===== src/rtl/mmio_timer_if.sv =====
// mmio_timer bus bundle: CPU data-memory side (master) and timer (slave).
interface mmio_timer_if;
  logic [31:0] addr;
  logic [31:0] wdata;
  logic [3:0]  wren;
  logic [31:0] rdata;
  logic        hit;
  logic        irq;

  modport master (
    output addr, wdata, wren,
    input  rdata, hit, irq
  );

  modport slave (
    input  addr, wdata, wren,
    output rdata, hit, irq
  );
endinterface


===== src/rtl/mmio_timer.sv =====
// Memory-mapped interval timer with compare match, periodic/one-shot modes.
// Optional prescaler enabled by defining TIMER_PRESCALER_EN.
module mmio_timer #(
  parameter logic [31:0] BASE_ADDR  = 32'hFFFF_0000,
  parameter int          PRESCALE_W = 16
) (
  input  logic         clk,
  input  logic         rst,
  mmio_timer_if.slave  bus
);

  logic        r_en;
  logic        r_per;
  logic        r_ien;
  logic [31:0] r_count;
  logic [31:0] r_cmp;
  logic        r_match;
`ifdef TIMER_PRESCALER_EN
  logic [PRESCALE_W-1:0] r_pre;
  logic [PRESCALE_W-1:0] r_psc;
`else
  localparam int unused_prescale_w = PRESCALE_W;
`endif

  logic        w_hit;
  logic [1:0]  w_sel;
  logic        w_we;
  logic        w_wr_ctrl;
  logic        w_wr_count;
  logic        w_wr_cmp;
  logic        w_wr_stat;
  logic [31:0] w_ctrl;
  logic [31:0] w_ctrl_n;
  logic [31:0] w_count_n;
  logic [31:0] w_cmp_n;
  logic        w_tick;
  logic        w_fire;
  logic        w_eq;
  logic        w_match_set;
  logic        w_w1c;
  logic        w_unused;

  function automatic logic [31:0] merge(
    input logic [31:0] old,
    input logic [31:0] d,
    input logic [3:0]  be
  );
    logic [31:0] m;
    m = old;
    for (int i = 0; i < 4; i++)
      if (be[i]) m[8*i +: 8] = d[8*i +: 8];
    return m;
  endfunction

  assign w_hit = (bus.addr[31:4] == BASE_ADDR[31:4]);
  assign w_sel = bus.addr[3:2];
  assign w_we  = w_hit && (|bus.wren);

  assign w_wr_ctrl  = w_we && (w_sel == 2'd0);
  assign w_wr_count = w_we && (w_sel == 2'd1);
  assign w_wr_cmp   = w_we && (w_sel == 2'd2);
  assign w_wr_stat  = w_we && (w_sel == 2'd3);

  always_comb begin
    w_ctrl    = '0;
    w_ctrl[0] = r_en;
    w_ctrl[1] = r_per;
    w_ctrl[2] = r_ien;
`ifdef TIMER_PRESCALER_EN
    w_ctrl[16 +: PRESCALE_W] = r_pre;
`endif
  end

  assign w_ctrl_n  = merge(w_ctrl, bus.wdata, bus.wren);
  assign w_count_n = merge(r_count, bus.wdata, bus.wren);
  assign w_cmp_n   = merge(r_cmp, bus.wdata, bus.wren);

`ifdef TIMER_PRESCALER_EN
  assign w_tick = r_en && (r_psc == r_pre);
`else
  assign w_tick = r_en;
`endif

  // A COUNT write in the tick cycle cancels that tick entirely
  assign w_fire      = w_tick && !w_wr_count;
  assign w_eq        = (r_count == r_cmp);
  assign w_match_set = w_fire && w_eq;
  assign w_w1c       = w_wr_stat && bus.wren[0] && bus.wdata[0];

  always_ff @(posedge clk) begin
    if (rst) begin
      r_en    <= 1'b0;
      r_per   <= 1'b0;
      r_ien   <= 1'b0;
      r_count <= '0;
      r_cmp   <= '0;
      r_match <= 1'b0;
`ifdef TIMER_PRESCALER_EN
      r_pre   <= '0;
      r_psc   <= '0;
`endif
    end else begin
      if (w_wr_ctrl) begin
        r_en  <= w_ctrl_n[0];
        r_per <= w_ctrl_n[1];
        r_ien <= w_ctrl_n[2];
`ifdef TIMER_PRESCALER_EN
        r_pre <= w_ctrl_n[16 +: PRESCALE_W];
`endif
      end
      if (w_match_set && !r_per)
        r_en <= 1'b0;

      if (w_wr_count)
        r_count <= w_count_n;
      else if (w_fire) begin
        if (!w_eq)
          r_count <= r_count + 32'd1;
        else if (r_per)
          r_count <= '0;
      end

      if (w_wr_cmp)
        r_cmp <= w_cmp_n;

      if (w_match_set)
        r_match <= 1'b1;
      else if (w_w1c)
        r_match <= 1'b0;

`ifdef TIMER_PRESCALER_EN
      if (!r_en || w_tick || w_wr_count ||
          (w_wr_ctrl && !w_ctrl_n[0]))
        r_psc <= '0;
      else
        r_psc <= r_psc + 1'b1;
`endif
    end
  end

  always_comb begin
    bus.rdata = '0;
    if (w_hit) begin
      unique case (w_sel)
        2'd0: bus.rdata = w_ctrl;
        2'd1: bus.rdata = r_count;
        2'd2: bus.rdata = r_cmp;
        2'd3: bus.rdata = {30'd0, r_en, r_match};
      endcase
    end
  end

  assign bus.hit = w_hit;
  assign bus.irq = r_match & r_ien;

  assign w_unused = &{1'b0, bus.addr[1:0], w_ctrl_n};

endmodule


===== src/flat_wrapper.sv =====
// flat-port wrapper written by rule: the top's interface ports become plain ports
module mmio_timer_flat 
#(
  parameter logic [31:0] BASE_ADDR  = 32'hFFFF_0000,
  parameter int          PRESCALE_W = 16
)
  (clk, rst, bus_addr, bus_wdata, bus_wren, bus_rdata, bus_hit, bus_irq);
  mmio_timer_if bus_i ();
  input  logic clk;
  input  logic rst;
  input wire logic [$bits(bus_i.addr)-1:0] bus_addr;
  input wire logic [$bits(bus_i.wdata)-1:0] bus_wdata;
  input wire logic [$bits(bus_i.wren)-1:0] bus_wren;
  output wire logic [$bits(bus_i.rdata)-1:0] bus_rdata;
  output wire logic [$bits(bus_i.hit)-1:0] bus_hit;
  output wire logic [$bits(bus_i.irq)-1:0] bus_irq;
  assign bus_i.addr = bus_addr;
  assign bus_i.wdata = bus_wdata;
  assign bus_i.wren = bus_wren;
  assign bus_rdata = bus_i.rdata;
  assign bus_hit = bus_i.hit;
  assign bus_irq = bus_i.irq;
  mmio_timer #(.BASE_ADDR(BASE_ADDR), .PRESCALE_W(PRESCALE_W)) u_core (.clk(clk), .rst(rst), .bus(bus_i));
endmodule

===== config.mk =====
export PLATFORM = sky130hd
export DESIGN_NAME = mmio_timer_flat
export DESIGN_NICKNAME = d
export VERILOG_FILES = /design/src/rtl/mmio_timer_if.sv /design/src/rtl/mmio_timer.sv /design/src/flat_wrapper.sv
export SDC_FILE = /design/constraint.sdc
export NUM_CORES = 1
export LEC_CHECK = 0
export CAP_MARGIN = 20
export CELL_PAD_IN_SITES_DETAIL_PLACEMENT = 1
export CELL_PAD_IN_SITES_GLOBAL_PLACEMENT = 2
export CORE_MARGIN = 2
export CORE_UTILIZATION = 30
export CTS_CLUSTER_SIZE = 12
export DETAILED_ROUTE_END_ITERATION = 10
export PLACE_DENSITY_LB_ADDON = 0.1
export SYNTH_ARGS = -nofsm -noshare
export SYNTH_HDL_FRONTEND = slang
export SYNTH_SLANG_ARGS = --single-unit

===== constraint.sdc =====
create_clock -name clk -period 5.95 [get_ports clk]
set_input_delay 0.595 -clock clk [delete_from_list [all_inputs] [get_ports clk]]
set_output_delay 0.595 -clock clk [all_outputs]
set_load 0.02 [all_outputs]

; Word level (Yosys, flattened, before mapping)
; Cells that the tools add are included.
; Widths: inputs -> output; s select.
[word_totals]
regBits = 68
in_bits = 70
[classes]
addsub = 1
eq_ne = 10
mux = 12
bitwise_logic = 1
reduce_logical = 26
[ops]
columns = operator, n
row1 = $mux 32, 5
row2 = $pmux 32 s4, 1
row3 = $add 32x1->32 const B, 1
row4 = $eq 32x32->1, 1
row5 = $mux 8, 4
row6 = $eq 28x28->1 const B, 1
row7 = $reduce_and 3->1, 4
row8 = $logic_and 1x1->1, 10
row9 = $reduce_and 2->1, 5
row10 = $ne 2x2->1 const B, 4
row11 = $eq 2x2->1 const B, 2
row12 = $reduce_bool 2->1, 2
row13 = $reduce_or 4->1, 1
row14 = $ne 3x1->1 const B, 1
row15 = $eq 2x1->1 const B, 1
row16 = $logic_not 1->1, 2
row17 = $logic_not 2->1, 1
row18 = $mux 1, 2
row19 = $reduce_or 2->1, 1
row20 = $and 1x1->1, 1

; Depth between registers and ports, before layout
; Gate-level depths: netlist of the first run.
[logic_depth]
ltp_word = 8
mapped_depth = 9
ltp_nobuf = 7

; Worst setup path after synthesis of the first run
; No wires, ideal clock.
[synth_timing]
path_type = input port to output port
startpoint = in bus_addr[2]
endpoint = out bus_rdata[21]
arrival_time_ns = 2.005
t_required_ns = 5.355
setup_slack_ns = 3.350
cell_stages = 6
path_buffers = 3
path_cell_list = clkbuf_1 > nor2b_1 > clkbuf_1 > clkbuf_1 > a22oi_1 > nor2_1
[synth_between]
elab_chain_len = 3
elab_cells_between_ends = 6
classes_between = eq/ne: 3 / mux: 2 / reduce/logical: 1
[synth_lines]
columns = element, line
row1 = start: declaration, flat_wrapper.sv:11  ; input wire logic [$bits(bus_i.addr)-1:0] bus_addr;
row2 = "$eq 2x2->1, or another cell as far along", mmio_timer.sv:144  ; unique case (w_sel)
row3 = $pmux 32 s4 *, mmio_timer.sv:144
row4 = $mux 32 *, mmio_timer.sv:143  ; if (w_hit) begin
row5 = end: declaration, flat_wrapper.sv:14  ; output wire logic [$bits(bus_i.rdata)-1:0] bus_rdata;
; Mark *: on every way between the ends. The rest lies on a longest branch, timed or not.

; Worst setup path after layout of the first run
[layout_timing]
startpoint = in bus_addr[13]
endpoint = out bus_rdata[1]
[layout_between]
elab_chain_len = 2
[layout_lines]
columns = element, line
row1 = $eq 28x28->1, mmio_timer.sv:55  ; assign w_hit = (bus.addr[31:4] == BASE_ADDR[31:4]);
row2 = $mux 32, mmio_timer.sv:143
; Every way passes these cells.

==> summary.md, run 1 <==
| Metric | Value |
|---|---|
| Worst Path Arrival | 3.25 ns |
| Top_reg_cell synth | dfxtp_1 |
| Wire length per cell | 21.6 um |
| Reg2reg setup slack | 2.49 ns |
| Final ANT Viol Nets | 0 |
| Hold depth | 2 |
| RSZ-0062 raised after global routing | false |
| Dpl ws | 1.99 ns |
| Filler cell count | 1813 |
| Total clock sinks | 68 |
| Syn Std Cell Area | 4650 um2 |
| Final net count | 696 |
| Clk Latency, worst-skew pair | 0.35 ns |
| Crit Reg-Reg Startpoint | u_core.r_count[3]$_SDFFE_PP0P_ |
| Syn_area_per_cell | 8.34 um2 |
| Initial antenna violation count | 0 |
| Largest net degree at the start of global routing | 87 |
| Final Core Density | 39.4% |
| Slowest stage cell, crit path | or2_2 |
| Critical path type | input pin to output port |
| Worst path cell trace | clkdlybuf4s50_1, nor4b_1, nand4_1, or2_2, inv_2, and2_1, clkdlybuf4s50_1 |
| Core ar. | 15200 um2 |
| Critical path data required time | 5.36 ns |
| Hold WC Path Type | register to register |
| # rows | 45 |
| Final HPWL DP | 12.3 mm |
| Fin crit period | 3.84 ns |
| Synth Warn # | 0 |
| Mean number of vias per cell | 5.75 |
| DIE AREA | 16500 um2 |
| Final WS setup | 2.11 ns |
| Die Y | 129 um |
| DRC | 0 |
| Vias in the first global route | 4795 |
| CTS Buf Count | 9 |
| Path depth of the worst reg2reg path | 6 |
| CP Capture Type | output port |
| Setup_tns | 0 ns |
| Post_cts resized | 0 |
| Max clock buf depth | 2 |
| Slew @ Worst Pin | 1.05 ns |
| Initial core utilization | 30.6% |
| Synth cell count leaders | nor2_1, dfxtp_1, a22oi_1, mux2i_1, xor2_1 |
| Worst Path Max Fanout | 31 |
| Post-route clock skew | 0.00932 ns |
| Yosys cell types | 47 |
| I/O pins | 104 |
| Rel. slew slack | 29.4% |
| CTS root buf | clkbuf_16 |
| Setup Buffers After CTS | 0 |
| CTS hold repair buffers | 0 |
| Die width | 129 um |
| Drt first pass iters | 5 |
| CTS clk-pin slew, worst paths | 0.05 ns |
| Initial DRC Count | 291 |
| Area share of the largest cell type after synthesis | 29.3% |
| CP max stage delay | 0.62 ns |
| Slew Viols, Final | 0 |
| CP top delay family | simple AND/OR/NAND/NOR gates |
| Status | finished, final reports clean |
| Port Buffer Count | 101 |
| RePlAce Congestion | 0.825 |
| Hold-critical path endpoint | u_core.r_match$_SDFFE_PP0P_ |
| Vias | 4691 |
| Top cells by area, synth | dfxtp_1, mux2i_1, a22oi_1, xor2_1, nor2_1 |
| Synthesized Nets | 629 |
| Leakage | 2.28 nW |
| Number of synthesized flops with an enable pin | 0 |
| WL final | 17.6 mm |
| Diodes inserted | 0 |
| Crit Reg-Reg Endpoint | u_core.r_count[17]$_SDFFE_PP0P_ |
| GRT Total Usage | 21.9% |
| CTS H-tree depth | 3 |
| Max IR drop VDD | 0.000136 V |
| Tcrit/Tclk final | 64.6% |
| Max_cap viols | 0 |
| First-pass GRT wire length | 27.7 mm |
| Post-synth top area cell | dfxtp_1 |
| Final setup fails | 0 |
| Area grow syn2layout | 28.6% |
| CP startpoint kind | input pin |
| Maximum clock rate | 260 MHz |
| Final hold violations | 0 |
| Async SR Flop Fraction | 0% |
| WP buf/inv | 3 |
| GR Overflow Total | 0 |
| Mapped Cells | 558 |
| Most common cell in the netlist | nor2_1 |
| Most used cell, CP | clkdlybuf4s50_1 |
| WHS | 0.496 ns |
| Min-delay src | u_core.r_match$_SDFFE_PP0P_ |
| PwrDens | 177 nW/um2 |
| #FFs+latches synth | 68 |
| CTS tree | yes |
| Fraction of layout cells with a size suffix above 1 | 7.01% |
| Sequential element share of the synthesized area | 29.3% |
-- layout by cell type (no fill, tap or decap), types with 6 or more instances in the layout --
| cell type | instances |
|---|---|
| clkdlybuf4s50_1 | 100 |
| nand2b_1 | 18 |
| inv_1 | 8 |
| nand4_1 | 14 |
| o32ai_1 | 18 |
| a221oi_1 | 10 |
| nand2_1 | 21 |
| xor2_1 | 38 |
| a22oi_1 | 49 |
| nor2_1 | 86 |
| and4_1 | 6 |
| xnor2_1 | 6 |
| mux2i_1 | 38 |
| a21oi_1 | 18 |
| clkbuf_16 | 9 |
| a211oi_1 | 21 |
| dfxtp_1 | 68 |
| nand3_1 | 19 |
| and3_1 | 8 |
-- through the flow --
stage,power (mW),instances,instance area [um2]
final,1.06,816,5990
after detailed placement,0.545,802,5710
after global routing,1.10,816,5990
after global placement,0.544,802,5710
after CTS,1.07,816,5990
after floorplan,0.485,558,4650
-- power by group --
part	internal (mW)	switching (mW)
clock	0.319	0.203
sequential	0.455	0.000000000178
combinational	0.0447	0.0350
-- registers in the layout, indices dropped and copies added (netlist names) --
register / cells
u_core.r_cmp: 32
u_core.r_count: 32
u_core.r_en: 1
u_core.r_ien: 1
u_core.r_match: 1
u_core.r_per: 1
-- routing by layer --
metal / share of wire [%] / routed length (um) / GRT usage (%) / vias up
met1: 47 / 8220 / 30.2 / 2343
met3: 4.5 / 800 / 3.16 / 17
met2: 47 / 8270 / 34.8 / 102
met5: 0 / 0 / 0 / -
met4: 1.8 / 310 / 8.44 / 0
li1: - / - / - / 2229
-- logic make-up (layout without fill, tap and decap cells) --
group                    Yosys count  in the layout  share of synthesized area (%)
AO/OA/AOI/OAI                    133            133                           21.7
adder cells (fa/ha/maj)            1              1                          0.269
multiplexers                      44             44                           10.1
XOR/XNOR                          44             44                           8.28
buffers and inverters             59            129                           6.00
AND/OR/NAND/NOR                  209            209                           24.4
flip-flops                        68             68                           29.3
-- area by class of cell --
class	count	area, um2	share of cell area (%)
Multi-Input combinational cell	431	3040	50.8
Sequential cell	68	1360	22.7
Timing Repair Buffer	106	1040	17.4
Tap cell	188	235	3.93
Clock buffer	11	233	3.89
Clock inverter	3	40.0	0.669
Inverter	9	33.8	0.564
-- tightest hold or removal path: cells and delay by family (launching register included) --
family / cells / cell delay (ns)
compound gates: 2 / 0.13
flops: 1 / 0.32
-- how the worst max path moves through the flow --
stage / from / endpoint / slack, ns / cells past startpoint
2_1_floorplan: bus_addr[2] / bus_rdata[21] / 3.35 / 6
6_report: bus_addr[13] / bus_rdata[1] / 2.11 / 7
5_1_grt: bus_addr[13] / bus_rdata[1] / 1.87 / 7
4_1_cts: bus_addr[13] / bus_rdata[1] / 1.99 / 7
3_3_place_gp: bus_addr[2] / u_core.r_count[11]$_SDFFE_PP0P_ / 2.02 / 9
3_5_place_dp: bus_addr[13] / bus_rdata[1] / 1.99 / 7
Note: power is estimated with default switching activity, not from simulation.
==> run 2, diff against run 1 <==
--- a/config.mk
+++ b/config.mk
@@ -9,7 +9,7 @@
 export CELL_PAD_IN_SITES_DETAIL_PLACEMENT = 1
 export CELL_PAD_IN_SITES_GLOBAL_PLACEMENT = 2
 export CORE_MARGIN = 2
-export CORE_UTILIZATION = 30
+export CORE_UTILIZATION = 27
 export CTS_CLUSTER_SIZE = 12
 export DETAILED_ROUTE_END_ITERATION = 10
 export PLACE_DENSITY_LB_ADDON = 0.1
==> constraint.sdc (replaced) <==
create_clock -name clk -period 3.3 [get_ports clk]
set_input_delay 0.33 -clock clk [delete_from_list [all_inputs] [get_ports clk]]
set_output_delay 0.33 -clock clk [all_outputs]
set_load 0.02 [all_outputs]
==> summary.md, run 2 (synthesis results as in run 1) <==
| Metric | Value |
|---|---|
| Die Y | 135 um (+5.2%) |
| Maximum clock rate | 330 MHz |
| Slew Viols, Final | 0 (unchanged) |
| GRT Total Usage | 20.6% (-1.3 points) |
| Most frequent cells in the layout | clkdlybuf4s50_1, nor2_1, dfxtp_1 |
| Critical path data required time | 2.97 ns (-2.39 ns) |
| Tcrit/Tclk final | 91.9% |
| GR met3 Demand/Resource | 2.73% (-0.43 points) |
| Slowest stage cell, crit path | clkdlybuf4s50_1 |
| Most used cell, CP | clkdlybuf4s50_1 |
| GR Overflow Total | 0 (unchanged) |
| Final net count | 721 (+3.6%) |
| CTS hold repair buffers | 0 (unchanged) |
| Final hold violations | 0 (unchanged) |
| DIE AREA | 18300 um2 (+11%) |
| Initial DRC Count | 295 (+1.4%) |
| Area grow syn2layout | 35.4% |
| Rel. slew slack | 50.8% (+21 points) |
| Global-route met2 utilization | 33.4% (-1.4 points) |
| PwrDens | 320 nW/um2 (+81%) |
| Clk Latency, worst-skew pair | 0.34 ns (about the same) |
| Wire length per cell | 21.1 um (-2.1%) |
| CP max stage delay | 0.60 ns (-0.02 ns) |
| Slew @ Worst Pin | 0.738 ns (-0.315 ns) |
| Final HPWL DP | 13.4 mm (+8.6%) |
| Final WS setup | 0.267 ns (-1.84 ns) |
| CTS clk-pin slew, worst paths | 0.06 ns (about the same) |
| Diodes inserted | 0 (unchanged) |
| Max_cap viols | 0 (unchanged) |
| RSZ-0062 raised after global routing | false |
| Vias | 4728 (+0.79%) |
| Mean number of vias per cell | 5.38 (-6.3%) |
| Gr busiest metal | met2 |
| # rows | 48 (+6.7%) |
| Fraction of layout cells with a size suffix above 1 | 10.4% (+3.4 points) |
| Max IR drop VDD | 0.000248 V (+82%) |
| Post-route clock skew | 0.00847 ns (-0.000846 ns) |
| Fin crit period | 3.03 ns |
| Worst Path Arrival | 2.70 ns (-0.55 ns) |
| RePlAce Congestion | 0.802 (-2.8%) |
| CP Capture Type | output port |
| Initial core utilization | 27.3% (-3.3 points) |
| Total clock sinks | 68 (unchanged) |
| WL final | 18.5 mm (+5.3%) |
| CTS H-tree depth | 3 (unchanged) |
| Setup_tns | 0 ns (unchanged) |
| Port Buffer Count | 101 (unchanged) |
| Largest regs | u_core.r_cmp x32, u_core.r_count x32 |
| First-pass GRT wire length | 28.8 mm (+3.9%) |
| CTS root buf | clkbuf_16 |
| CTS tree | yes |
| Core ar. | 17100 um2 (+12%) |
| Die width | 135 um (+5.2%) |
| Worst Path Max Fanout | 12 (-61%) |
| Leakage | 2.44 nW (+7.2%) |
| Grt met1 use | 28.4% (-1.8 points) |
| Dpl ws | 0.0299 ns (-1.96 ns) |
| Filler cell count | 2008 (+11%) |
| DRC | 0 (unchanged) |
| Max clock buf depth | 2 (unchanged) |
| Final ANT Viol Nets | 0 (unchanged) |
| Worst path cell trace | clkdlybuf4s50_1, nor4b_1, nand4_1, or2_4, inv_2, and2_1, clkdlybuf4s50_1 |
| I/O pins | 104 (unchanged) |
| CP startpoint kind | input pin |
| Most common cell after layout, fill and taps aside | clkdlybuf4s50_1 |
| Status | finished, final reports clean |
| Critical path type | input pin to output port |
| Drt first pass iters | 4 (-1) |
| CTS Buf Count | 9 (unchanged) |
| Initial antenna violation count | 0 (unchanged) |
| Hold WC Path Type | register to register |
| Largest net degree at the start of global routing | 52 (-40%) |
| Vias in the first global route | 4931 (+2.8%) |
| Final setup fails | 0 (unchanged) |
[run 2: per-stage QoR]
stage | hold slack (ns) | utilization, % | area, um2 | total power [mW] | cells
floorplan | 0.455 | - | 4650 | 0.874 | 558
global placement | 0.489 | 35.1 | 5990 | 0.987 | 864
detailed placement | 0.492 | 35.1 | 5990 | 0.988 | 864
CTS | 0.499 | 36.9 | 6300 | 2.04 | 878
global route | 0.528 | 36.9 | 6300 | 2.08 | 878
finish | 0.502 | 36.9 | 6300 | 2.01 | 878
[run 2: final timing paths]
check | startpoint | endpoint | slack [ns] | cells after the start
max | bus_addr[13] | bus_rdata[1] | 0.27 | 7
min | u_core.r_match$_SDFFE_PP0P_ | u_core.r_match$_SDFFE_PP0P_ | 0.50 | 2
max reg2reg | u_core.r_count[0]$_SDFFE_PP0P_ | u_core.r_count[28]$_SDFFE_PP0P_ | 0.61 | 7
min reg2reg | u_core.r_match$_SDFFE_PP0P_ | u_core.r_match$_SDFFE_PP0P_ | 0.50 | 2
[run 2: layout make-up]
type,count,area (um2),area share [%]
clock inverter,2,60.1,0.953
multi-input combinational,431,3040,48.2
timing repair buffer,131,1280,20.3
sequential,68,1360,21.6
tap,225,282,4.47
clock buffer,12,246,3.91
inverter,9,33.8,0.536
[run 2: critical path: cells and delay by family]
family,cells,cell delay (ns)
buf+inv,3,1.22
simple gates,4,1.14
[run 2: what timing repair did]
action,in CTS,in global routing
endpoints found under the setup margin,0,23
resized for setup,0,1
setup buffers,0,0
[run 2: layer usage]
metal | routed length, um | share of wire, % | up-vias
met5 | 0 | 0 | -
met3 | 609 | 3.3 | 20
met1 | 9000 | 49 | 2348
li1 | - | - | 2265
met4 | 339 | 1.8 | 0
met2 | 8600 | 46 | 95
[run 2: power by group]
group / internal [mW] / switching, mW
Combinational: 0.0845 / 0.0645
Clock: 0.675 / 0.370
Sequential: 0.821 / 0.000000000320
Total: 1.58 / 0.434
==> run 3, diff against run 2 <==
--- a/config.mk
+++ b/config.mk
@@ -13,6 +13,7 @@
 export CTS_CLUSTER_SIZE = 12
 export DETAILED_ROUTE_END_ITERATION = 10
 export PLACE_DENSITY_LB_ADDON = 0.1
+export SKIP_CTS_REPAIR_TIMING = 1
 export SYNTH_ARGS = -nofsm -noshare
 export SYNTH_HDL_FRONTEND = slang
 export SYNTH_SLANG_ARGS = --single-unit
==> results of run 3 <==
The final DEF is identical to that of run 2; final timing and power are the same.
